`config.mk`:
```
export PLATFORM = sky130hd
export DESIGN_NAME = hall_call_dispatcher
export DESIGN_NICKNAME = d
export VERILOG_FILES = /design/src/rtl/hall_call_dispatcher.sv
export SDC_FILE = /design/constraint.sdc
export NUM_CORES = 1
export LEC_CHECK = 0
export BUFFER_PORTS_ARGS = -buffer_cell sky130_fd_sc_hd__buf_2
export CAP_MARGIN = 20
export CORE_UTILIZATION = 40
export CTS_CLUSTER_DIAMETER = 200
export DETAILED_ROUTE_END_ITERATION = 10
export PLACE_DENSITY = 0.63
export SLEW_MARGIN = 20
export SYNTH_ARGS = -nofsm -noshare
export SYNTH_HDL_FRONTEND = slang
export SYNTH_SLANG_ARGS = --single-unit
```
`constraint.sdc`:
```
create_clock -name clk -period 18.6 [get_ports clk]
set_input_delay 3.72 -clock clk [delete_from_list [all_inputs] [get_ports clk]]
set_output_delay 3.72 -clock clk [all_outputs]
set_load 0.01 [all_outputs]
```
`src/rtl/hall_call_dispatcher.sv`:
```
// Hall-call dispatcher: latches hall buttons, scans one call slot per cycle and assigns it to the cheapest lift.
// All outputs registered (button->lamp 1 cycle, assignment within 2*N_FLOORS cycles); no backpressure, buttons are levels.
module hall_call_dispatcher #(
  parameter int N_FLOORS = 12,
  parameter int N_LIFTS  = 10
) (
  input  logic                               clk,
  input  logic                               reset,
  input  logic [N_FLOORS-1:0]                up_rqst,
  input  logic [N_FLOORS-1:0]                dn_rqst,
  input  logic [N_LIFTS-1:0][N_FLOORS-1:0]   floor_sense,
  input  logic [N_LIFTS-1:0]                 direction,
  input  logic [N_LIFTS-1:0]                 motion,
  input  logic [N_LIFTS-1:0]                 door_open,
  output logic [N_LIFTS-1:0][N_FLOORS-1:0]   assign_up,
  output logic [N_LIFTS-1:0][N_FLOORS-1:0]   assign_dn,
  output logic [N_FLOORS-1:0]                global_up_rqst_status,
  output logic [N_FLOORS-1:0]                global_dn_rqst_status
);

  localparam int FW = (N_FLOORS > 1) ? $clog2(N_FLOORS) : 1;
  localparam int LW = (N_LIFTS > 1) ? $clog2(N_LIFTS) : 1;
  localparam int PW = $clog2(2 * N_FLOORS);
  localparam int CW = $clog2(2 * N_FLOORS) + 1;
  localparam logic [PW-1:0] LAST_SLOT = PW'(2 * N_FLOORS - 1);
  // No up call from the top floor, no down call from the bottom floor.
  localparam logic [N_FLOORS-1:0] UP_MASK = {1'b0, {(N_FLOORS-1){1'b1}}};
  localparam logic [N_FLOORS-1:0] DN_MASK = {{(N_FLOORS-1){1'b1}}, 1'b0};

  logic [N_FLOORS-1:0]               r_pend_up, r_pend_dn;
  logic [N_LIFTS-1:0][N_FLOORS-1:0]  r_asg_up, r_asg_dn;
  logic [FW-1:0]                     r_last_floor [N_LIFTS];
  logic [PW-1:0]                     r_ptr;

  logic [N_FLOORS-1:0]               w_serve_up, w_serve_dn;
  logic [N_FLOORS-1:0]               w_any_asg_up, w_any_asg_dn;
  logic [FW-1:0]                     w_enc [N_LIFTS];
  logic                              w_slot_is_dn;
  logic [PW-1:0]                     w_slot_idx;
  logic [FW-1:0]                     w_slot_floor;
  logic [N_FLOORS-1:0]               w_floor_oh;
  logic                              w_cand;
  logic [CW-1:0]                     w_lf, w_f;
  logic [CW-1:0]                     w_cost [N_LIFTS];
  logic [CW-1:0]                     w_best_cost;
  logic [LW-1:0]                     w_best;

  always_comb begin
    w_serve_up   = '0;
    w_serve_dn   = '0;
    w_any_asg_up = '0;
    w_any_asg_dn = '0;
    for (int l = 0; l < N_LIFTS; l++) begin
      w_enc[l] = '0;
      for (int f = 0; f < N_FLOORS; f++) begin
        if (floor_sense[l][f]) w_enc[l] = FW'(f);
      end
      if (door_open[l] && direction[l])  w_serve_up = w_serve_up | floor_sense[l];
      if (door_open[l] && !direction[l]) w_serve_dn = w_serve_dn | floor_sense[l];
      w_any_asg_up = w_any_asg_up | r_asg_up[l];
      w_any_asg_dn = w_any_asg_dn | r_asg_dn[l];
    end
  end

  // Slot decode: low half of the pointer range are up calls, high half down calls.
  always_comb begin
    w_slot_is_dn = (r_ptr >= PW'(N_FLOORS));
    w_slot_idx   = w_slot_is_dn ? (r_ptr - PW'(N_FLOORS)) : r_ptr;
    w_slot_floor = FW'(w_slot_idx);
    w_floor_oh   = {{(N_FLOORS-1){1'b0}}, 1'b1} << w_slot_floor;
    if (w_slot_is_dn)
      w_cand = r_pend_dn[w_slot_floor] & ~w_serve_dn[w_slot_floor] & ~w_any_asg_dn[w_slot_floor];
    else
      w_cand = r_pend_up[w_slot_floor] & ~w_serve_up[w_slot_floor] & ~w_any_asg_up[w_slot_floor];
  end

  // Distance plus a full-building penalty for a moving lift heading away from the call.
  always_comb begin
    w_lf = '0;
    w_f  = CW'(w_slot_floor);
    for (int l = 0; l < N_LIFTS; l++) begin
      w_lf = CW'(r_last_floor[l]);
      w_cost[l] = (w_lf > w_f) ? (w_lf - w_f) : (w_f - w_lf);
      if (motion[l] && ((direction[l] && (w_lf > w_f)) || (!direction[l] && (w_lf < w_f))))
        w_cost[l] = w_cost[l] + CW'(N_FLOORS);
    end
  end

  // Strict less-than keeps the lowest lift index on ties.
  always_comb begin
    w_best      = '0;
    w_best_cost = w_cost[0];
    for (int l = 1; l < N_LIFTS; l++) begin
      if (w_cost[l] < w_best_cost) begin
        w_best      = LW'(l);
        w_best_cost = w_cost[l];
      end
    end
  end

  always_ff @(posedge clk) begin
    if (reset) begin
      r_pend_up <= '0;
      r_pend_dn <= '0;
      r_asg_up  <= '0;
      r_asg_dn  <= '0;
      r_ptr     <= '0;
      for (int l = 0; l < N_LIFTS; l++) r_last_floor[l] <= '0;
    end else begin
      r_pend_up <= (r_pend_up | (up_rqst & UP_MASK)) & ~w_serve_up;
      r_pend_dn <= (r_pend_dn | (dn_rqst & DN_MASK)) & ~w_serve_dn;
      r_ptr     <= (r_ptr == LAST_SLOT) ? '0 : r_ptr + PW'(1);
      for (int l = 0; l < N_LIFTS; l++) begin
        if (w_cand && !w_slot_is_dn && (w_best == LW'(l)))
          r_asg_up[l] <= (r_asg_up[l] | w_floor_oh) & ~w_serve_up;
        else
          r_asg_up[l] <= r_asg_up[l] & ~w_serve_up;
        if (w_cand && w_slot_is_dn && (w_best == LW'(l)))
          r_asg_dn[l] <= (r_asg_dn[l] | w_floor_oh) & ~w_serve_dn;
        else
          r_asg_dn[l] <= r_asg_dn[l] & ~w_serve_dn;
        if (|floor_sense[l]) r_last_floor[l] <= w_enc[l];
      end
    end
  end

  assign assign_up             = r_asg_up;
  assign assign_dn             = r_asg_dn;
  assign global_up_rqst_status = r_pend_up;
  assign global_dn_rqst_status = r_pend_dn;

endmodule
```
==> impl_results.rst, run 1 <==
.. list-table::
   :header-rows: 1

   * - Metric
     - Value
   * - Routed wire length
     - 101,000 µm
   * - Number of global-route vias before repair
     - 22,378
   * - Share of synthesized cell area in full adder, half adder and majority cells
     - 9.21%
   * - Number of input and output port buffers inserted
     - 437
   * - DRT Pass-1 Iters
     - 6
   * - Number of antenna violations at the first check in global routing
     - 8
   * - Master of the slowest instance on the critical path
     - sky130_fd_sc_hd__o311ai_4
   * - CTS tree
     - built
   * - Setup repair after global routing missed its margin
     - yes
   * - Total GRT Usage
     - 35.8%
   * - Maximum clock rate
     - 53.8 MHz
   * - Setup slack after placement
     - -0.845 ns
   * - Clk_skew
     - 0.0256 ns
   * - Number of DRC markers in iteration 0
     - 2,410
   * - Clock Tree Root
     - sky130_fd_sc_hd__clkbuf_16
   * - Placer congestion estimate
     - 1.06
   * - H-tree Lvls
     - 2
   * - Largest net degree at the start of global routing
     - 66
   * - Area delta synth->final
     - 32.4%
   * - Final critical path time including I/O delays and setup
     - 18.57 ns
   * - Num rows
     - 83
   * - Origin of the critical flop-to-flop path
     - r_ptr[2]$_SDFF_PP0_
   * - Async set or reset register ratio after synthesis
     - 0%
   * - Reg2reg setup slack
     - 0.34 ns
   * - Largest area contributor in the netlist
     - sky130_fd_sc_hd__dfxtp_1
   * - Deepest clock path buffer count
     - 3
   * - Core Region
     - 51,400 µm²
   * - Arrival time of the worst setup path
     - 19.03 ns
   * - Mapped Cells
     - 2,509
   * - DRC violation count after routing
     - 0
   * - Number of nets with antenna violations after detailed routing
     - 0
   * - Number of distinct library cells after synthesis
     - 104
   * - Largest driver fanout on the critical path
     - 8
   * - Post-synthesis instance area
     - 20,800 µm²
   * - Count of flip-flops with a built-in enable after synthesis
     - 40
   * - Main combinational cell family by area after synthesis
     - compound AO/OA/AOI/OAI gates
   * - Syn_nets
     - 2,823
   * - Reg clk slew, reported paths
     - 0.06 ns
   * - Vias
     - 23,711
   * - Class of the tightest hold or removal check
     - register to register
   * - Top library cells by usage in the layout, fill and taps aside
     - 435 x sky130_fd_sc_hd__buf_2, 280 x sky130_fd_sc_hd__nand2_1, 266 x sky130_fd_sc_hd__dfxtp_1
   * - Top_reg_cell synth
     - sky130_fd_sc_hd__dfxtp_1
   * - Number of maximum-capacitance violations
     - 0
   * - Top-level I/O count
     - 440
   * - CP Launch Point
     - direction[1]
   * - Mean number of vias per cell
     - 6.24
   * - Number of failing setup endpoints in the final timing report
     - 0
   * - Count of pins over their slew limit
     - 0
   * - Critical path start-end classification
     - primary input to register
   * - Average routed wire per standard cell
     - 26.6 µm
   * - Fraction of the mapped netlist area in simple logic gates
     - 22.9%
   * - Reg-to-reg endpoint
     - assign_dn[54]$_SDFF_PP0_
   * - Path depth of the worst reg2reg path
     - 91
   * - CP most frequent cell
     - sky130_fd_sc_hd__a21o_1
   * - Mean area per synthesized cell
     - 8.30 µm²
   * - Gr ovfl total
     - 0
   * - Outcome
     - completed
   * - Worst slew slack as a fraction of its limit
     - 12.8%
   * - Required time of the critical path
     - 19.06 ns
   * - Delay contributed by the slowest stage of the critical path
     - 0.43 ns
   * - Critical Path End
     - assign_dn[54]$_SDFF_PP0_
   * - Initial core utilization
     - 40.5%
   * - First-pass GRT wire length
     - 144,000 µm
   * - Part of the Yosys area used for sequential elements
     - 31.6%
   * - Die Width
     - 230 µm
   * - Slack of the critical path
     - 0.0266 ns
   * - Total of warnings raised by yosys
     - 0
   * - Fin. Hold Viols
     - 0
   * - Die Area
     - 53,000 µm²
   * - Share of the clock period used by the worst path after layout
     - 99.9%
   * - Sinks on Clock Net
     - 309
   * - Clk Latency, worst-skew pair
     - 0.58 ns
   * - Final core utilization
     - 53.6%
   * - Most frequent standard cell in the layout excluding fill and tap cells
     - sky130_fd_sc_hd__buf_2
   * - Share of the synthesized area in compound gates (AO/OA/AOI/OAI)
     - 25.3%
   * - Clock buffers created by TritonCTS
     - 37
   * - Final design instance area without fill
     - 27,600 µm²
   * - Share of synthesized area spent on multiplexers
     - 4.12%
   * - Post-DP HPWL
     - 74,500 µm
   * - Post-placement cell area
     - 24,900 µm²
   * - Share of the synthesized netlist area taken by xor and xnor gates
     - 2.06%
   * - Layout Nets
     - 3,400
   * - Total of flip-flops plus latches after synthesis
     - 309
   * - Top cell type's share of synthesized area
     - 25.9%
   * - Final-layout worst hold slack
     - 0.458 ns
   * - DIE HEIGHT
     - 230 µm
   * - Setup crit end kind
     - register
   * - Share of cells above drive strength 1
     - 29.9%
   * - Largest cells by area after synthesis
     - sky130_fd_sc_hd__dfxtp_1 26%, sky130_fd_sc_hd__ha_1 7.1%, sky130_fd_sc_hd__edfxtp_1 5.8%, sky130_fd_sc_hd__nand2_1 5.1%, sky130_fd_sc_hd__a22o_1 3.6%
   * - CP startpoint kind
     - primary input
   * - Transition time of the tightest slew-check pin
     - 1.31 ns
routing by layer:
layer	vias up	part of all wire (%)	global-route usage (%)
met5	-	0.068	0
met4	10	5.8	16.8
met3	349	11	9.44
met2	1410	44	56.5
met1	11445	39	45.3
li1	10497	-	-
worst min path at each step:
stage	cells after the start	startpoint	slack, ns	endpoint
global placement	2	assign_dn[42]$_SDFF_PP0_	0.45	assign_dn[42]$_SDFF_PP0_
detailed placement	2	assign_dn[38]$_SDFF_PP0_	0.45	assign_dn[38]$_SDFF_PP0_
finish	2	assign_dn[66]$_SDFF_PP0_	0.46	assign_dn[66]$_SDFF_PP0_
CTS	2	assign_dn[38]$_SDFF_PP0_	0.46	assign_dn[38]$_SDFF_PP0_
global route	2	assign_dn[2]$_SDFF_PP0_	0.48	assign_dn[2]$_SDFF_PP0_
floorplan	2	assign_up[35]$_SDFF_PP0_	0.48	assign_up[35]$_SDFF_PP0_
stage by stage:
step	TNS, ns	cells
4_1_cts	-0.0129	3753
3_3_place_gp	-111.39	3662
5_1_grt	-95.81	3795
3_5_place_dp	-161.49	3662
2_1_floorplan	0	2509
6_report	0	3799
layout make-up:
cell class              count  area [µm²]
fillers                  4791       23900
multi-input cells        1952       14100
inverters                 119         450
repair buffers            667        4330
flip-flops and latches    309        6590
clock buffers              52        1050
well taps                 680         851
diodes                      5        12.5
clock inverters            15         190
cells by family after synthesis:
logic type      Yosys count
compound gates          725
xor+xnor                 49
fa+ha+maj               142
buf+inv                 250
flops                   309
mux                      80
simple gates            954
flip-flops by register name, indices dropped and copies added (netlist names):
register               cells
r_ptr                      5
assign_up                120
global_dn_rqst_status     12
global_up_rqst_status     12
r_last_floor              40
assign_dn                120
synth_stat cells, drive strengths merged, types with 7 or more instances:
master / count
nand2: 285
dfxtp: 269
nor2: 193
o21ai: 180
inv: 119
ha: 118
clkbuf: 105
a21oi: 87
a22o: 85
nor3: 82
and3: 67
nor2b: 67
nor4: 67
mux2i: 55
nand4: 53
a221oi: 52
o21a: 47
edfxtp: 40
a31oi: 37
nand3: 34
a21boi: 29
a22oi: 29
a32o: 26
buf: 26
xnor2: 25
mux2: 24
xor2: 24
and2: 22
nand2b: 22
a21o: 20
fa: 20
a211oi: 17
nor3b: 17
o41ai: 14
and4: 13
o31a: 12
o211ai: 11
a41oi: 9
or2: 9
a211o: 8
o31ai: 8
nor4b: 7
o311ai: 7
what timing repair did:
item,in CTS,in global routing
setup buffers,22,29
cloned,2,12
pin swaps,17,71
hold buffers,0,0
setup endpoints to repair,204,240
resized for setup,36,201
worst max-delay path, delay by kind of cell:
kind / cells / cell delay, ns
adders and majority gates: 9 / 2.34
xor gates and xnor gates: 1 / 0.18
buffers and inverters: 9 / 1.18
AOI/OAI and AO/OA: 35 / 6.43
and+or+nand+nor: 24 / 3.90
muxes: 6 / 1.23
Power of run 1 is left out: the tool's default activity adds up to more than one toggle a clock period on the data nets, which glitch-free logic cannot reach.
==> run 2, diff against run 1 <==
Settings changed: MAX_ROUTING_LAYER set to met4.
==> run 2 against run 1 <==
The flow now finishes with violations (negative setup slack); register-to-register slack improved by 0.13 ns; clock skew increased by 0.010 ns; cell area increased by 1.1%; count of clock-buffer cells in the layout unchanged; sequential cell count unchanged; critical path depth decreased by 4; setup slack got worse by 0.054 ns; first-iteration DRC count increased by 7.1%; highest routed layer is now met4; hold slack improved by 0.0040 ns; sequential share of layout area decreased by 0.26 points; utilization increased by 0.58 points.
==> impl_results.rst, run 2 (synthesized netlist as in run 1, its figures left out) <==
.. list-table::
   :header-rows: 1

   * - Metric
     - Value
   * - Routed wire length
     - 104,000 µm (+2.8%)
   * - Violated checks
     - negative setup slack
   * - Post-cts hold buffer count
     - 0 (unchanged)
   * - Transition time of the tightest slew-check pin
     - 1.16 ns (-0.150 ns)
   * - Total GRT Usage
     - 37.0% (+1.2 points)
   * - Area delta synth->final
     - 33.8%
   * - Deepest clock path buffer count
     - 3 (unchanged)
   * - CP most frequent cell
     - sky130_fd_sc_hd__a21o_1
   * - Critical path start-end classification
     - primary input to register
   * - Number of input and output port buffers inserted
     - 437 (unchanged)
   * - Number of failing setup endpoints in the final timing report
     - 1 (+1)
   * - Placer congestion estimate
     - 1.06 (+0.22%)
   * - Layout Nets
     - 3,412 (+0.35%)
   * - Setup repair after global routing missed its margin
     - yes
   * - Delay contributed by the slowest stage of the critical path
     - 0.49 ns (+0.06 ns)
   * - Outcome
     - finished, violations left
   * - Number of nets with antenna violations after detailed routing
     - 0 (unchanged)
   * - Share of the clock period used by the worst path after layout
     - 100% (+0.29 points)
   * - Post-placement cell count
     - 3,666 (+0.11%)
   * - Master of the slowest instance on the critical path
     - sky130_fd_sc_hd__a2111o_1
   * - First-pass GRT wire length
     - 143,000 µm (-0.41%)
   * - Most frequent standard cell in the layout excluding fill and tap cells
     - sky130_fd_sc_hd__buf_2
   * - Maximum clock rate
     - 53.7 MHz (-0.29%)
   * - Gr ovfl total
     - 0 (unchanged)
   * - Clock Tree Root
     - sky130_fd_sc_hd__clkbuf_16
   * - Number of global-route vias before repair
     - 22,333 (-0.20%)
   * - Mean number of vias per cell
     - 6.29 (+0.79%)
   * - Core Region
     - 51,400 µm² (unchanged)
   * - Post-layout instance count excluding filler cells
     - 3,817 (+0.47%)
   * - H-tree Lvls
     - 2 (unchanged)
   * - Count of pins over their slew limit
     - 0 (unchanged)
   * - DIE HEIGHT
     - 230 µm (unchanged)
   * - Vias
     - 24,011 (+1.3%)
   * - Num rows
     - 83 (unchanged)
   * - Top library cells by usage in the layout, fill and taps aside
     - 436 x sky130_fd_sc_hd__buf_2, 278 x sky130_fd_sc_hd__nand2_1, 267 x sky130_fd_sc_hd__dfxtp_1
   * - Final core utilization
     - 54.2% (+0.58 points)
   * - Setup slack after placement
     - -0.875 ns (-0.0303 ns)
   * - Worst slew slack as a fraction of its limit
     - 22.8% (+10 points)
   * - Slack of the critical path
     - -0.0277 ns (-0.0543 ns)
   * - Clk_skew
     - 0.0357 ns (+0.0101 ns)
   * - Reg2reg setup slack
     - 0.47 ns (+0.13 ns)
   * - Number of antenna violations at the first check in global routing
     - 10 (+2)
   * - Clock buffers created by TritonCTS
     - 37 (unchanged)
   * - Setup crit end kind
     - register
   * - Clk Latency, worst-skew pair
     - 0.59 ns (about the same)
   * - Reg clk slew, reported paths
     - 0.06 ns (about the same)
   * - CTS tree
     - built
   * - Share of cells above drive strength 1
     - 30.8% (+0.94 points)
   * - Die Width
     - 230 µm (unchanged)
   * - Fin. Hold Viols
     - 0 (unchanged)
   * - CP startpoint kind
     - primary input
   * - Sinks on Clock Net
     - 309 (unchanged)
   * - Required time of the critical path
     - 19.03 ns (-0.03 ns)
   * - Number of DRC markers in iteration 0
     - 2,581 (+7.1%)
   * - Average routed wire per standard cell
     - 27.2 µm (+2.3%)
   * - CP bufs+invs
     - 8 (-1)
   * - Arrival time of the worst setup path
     - 19.06 ns (+0.03 ns)
   * - Number of maximum-capacitance violations
     - 0 (unchanged)
   * - Die Area
     - 53,000 µm² (unchanged)
   * - Post-DP HPWL
     - 74,500 µm (about the same)
   * - Initial core utilization
     - 40.5% (unchanged)
   * - Final critical path time including I/O delays and setup
     - 18.63 ns (+0.0543 ns)
   * - DRC violation count after routing
     - 0 (unchanged)
   * - Class of the tightest hold or removal check
     - register to register
   * - DRT Pass-1 Iters
     - 8 (+2)
   * - Largest net degree at the start of global routing
     - 66 (unchanged)
   * - Top-level I/O count
     - 440 (unchanged)
   * - Largest driver fanout on the critical path
     - 7 (-1)
   * - Category of cells accounting for the largest share of critical-path delay
     - compound AO/OA/AOI/OAI gates
-- run 2: cell types whose count changed in the layout (fill, tap and decap cells not counted), sizes merged --
cell    before  now
bufinv       3    2
inv        124  121
and2        24   29
clkbuf      59   64
clkinv       5    9
diode        5   11
buf        660  662
-- run 2: cell type report --
cell class                 count  area, µm²
antenna                       11       27.5
clock buffer                  52       1050
clock inverter                15        191
fill                        4792      23600
inverter                     119        450
multi-input combinational   1957      14200
sequential                   309       6590
tap                          680        851
timing repair buffer         674       4470
-- run 2: what timing repair did --
action,4_1_cts,5_1_grt
endpoints found under the setup margin,204,240
cloned,2,22
setup buffers,15,34
resized for setup,23,265
pin swaps,27,122
-- run 2: tightest hold or removal path: stages (launching register included) --
cell and delay [ns]:
sky130_fd_sc_hd__dfxtp_1 0.32, sky130_fd_sc_hd__nand2_1 0.05, sky130_fd_sc_hd__o21ai_1 0.05
-- run 2: routing by layer --
metal / wire length [µm] / vias up / global-route usage (%)
li1: - / 10529 / -
met1: 39900 / 11766 / 43.8
met2: 46900 / 1379 / 58.7
met3: 11200 / 337 / 9.24
met4: 5910 / 0 / 17.0
met5: 0 / - / -
-- run 2: worst paths after layout --
| kind | start | endpoint | cells past startpoint |
|---|---|---|---|
| worst max-delay path | direction[1] | assign_dn[49]$_SDFF_PP0_ | 80 |
| worst min-delay path | assign_dn[67]$_SDFF_PP0_ | assign_dn[67]$_SDFF_PP0_ | 2 |
| worst max register to register | r_ptr[0]$_SDFF_PP0_ | assign_dn[49]$_SDFF_PP0_ | 86 |
| worst min register to register | assign_dn[67]$_SDFF_PP0_ | assign_dn[67]$_SDFF_PP0_ | 2 |
-- run 2: through the flow --
step                      cell area (µm²)  hold slack (ns)  setup TNS, ns
after global placement              24900            0.447        -106.49
after global routing                27800            0.480        -115.83
final                               27900            0.463        -0.0277
after detailed placement            24900            0.454        -167.46
after floorplan                     21000            0.481              0
after CTS                           26400            0.467              0
Power of run 2 is left out for the same reason.
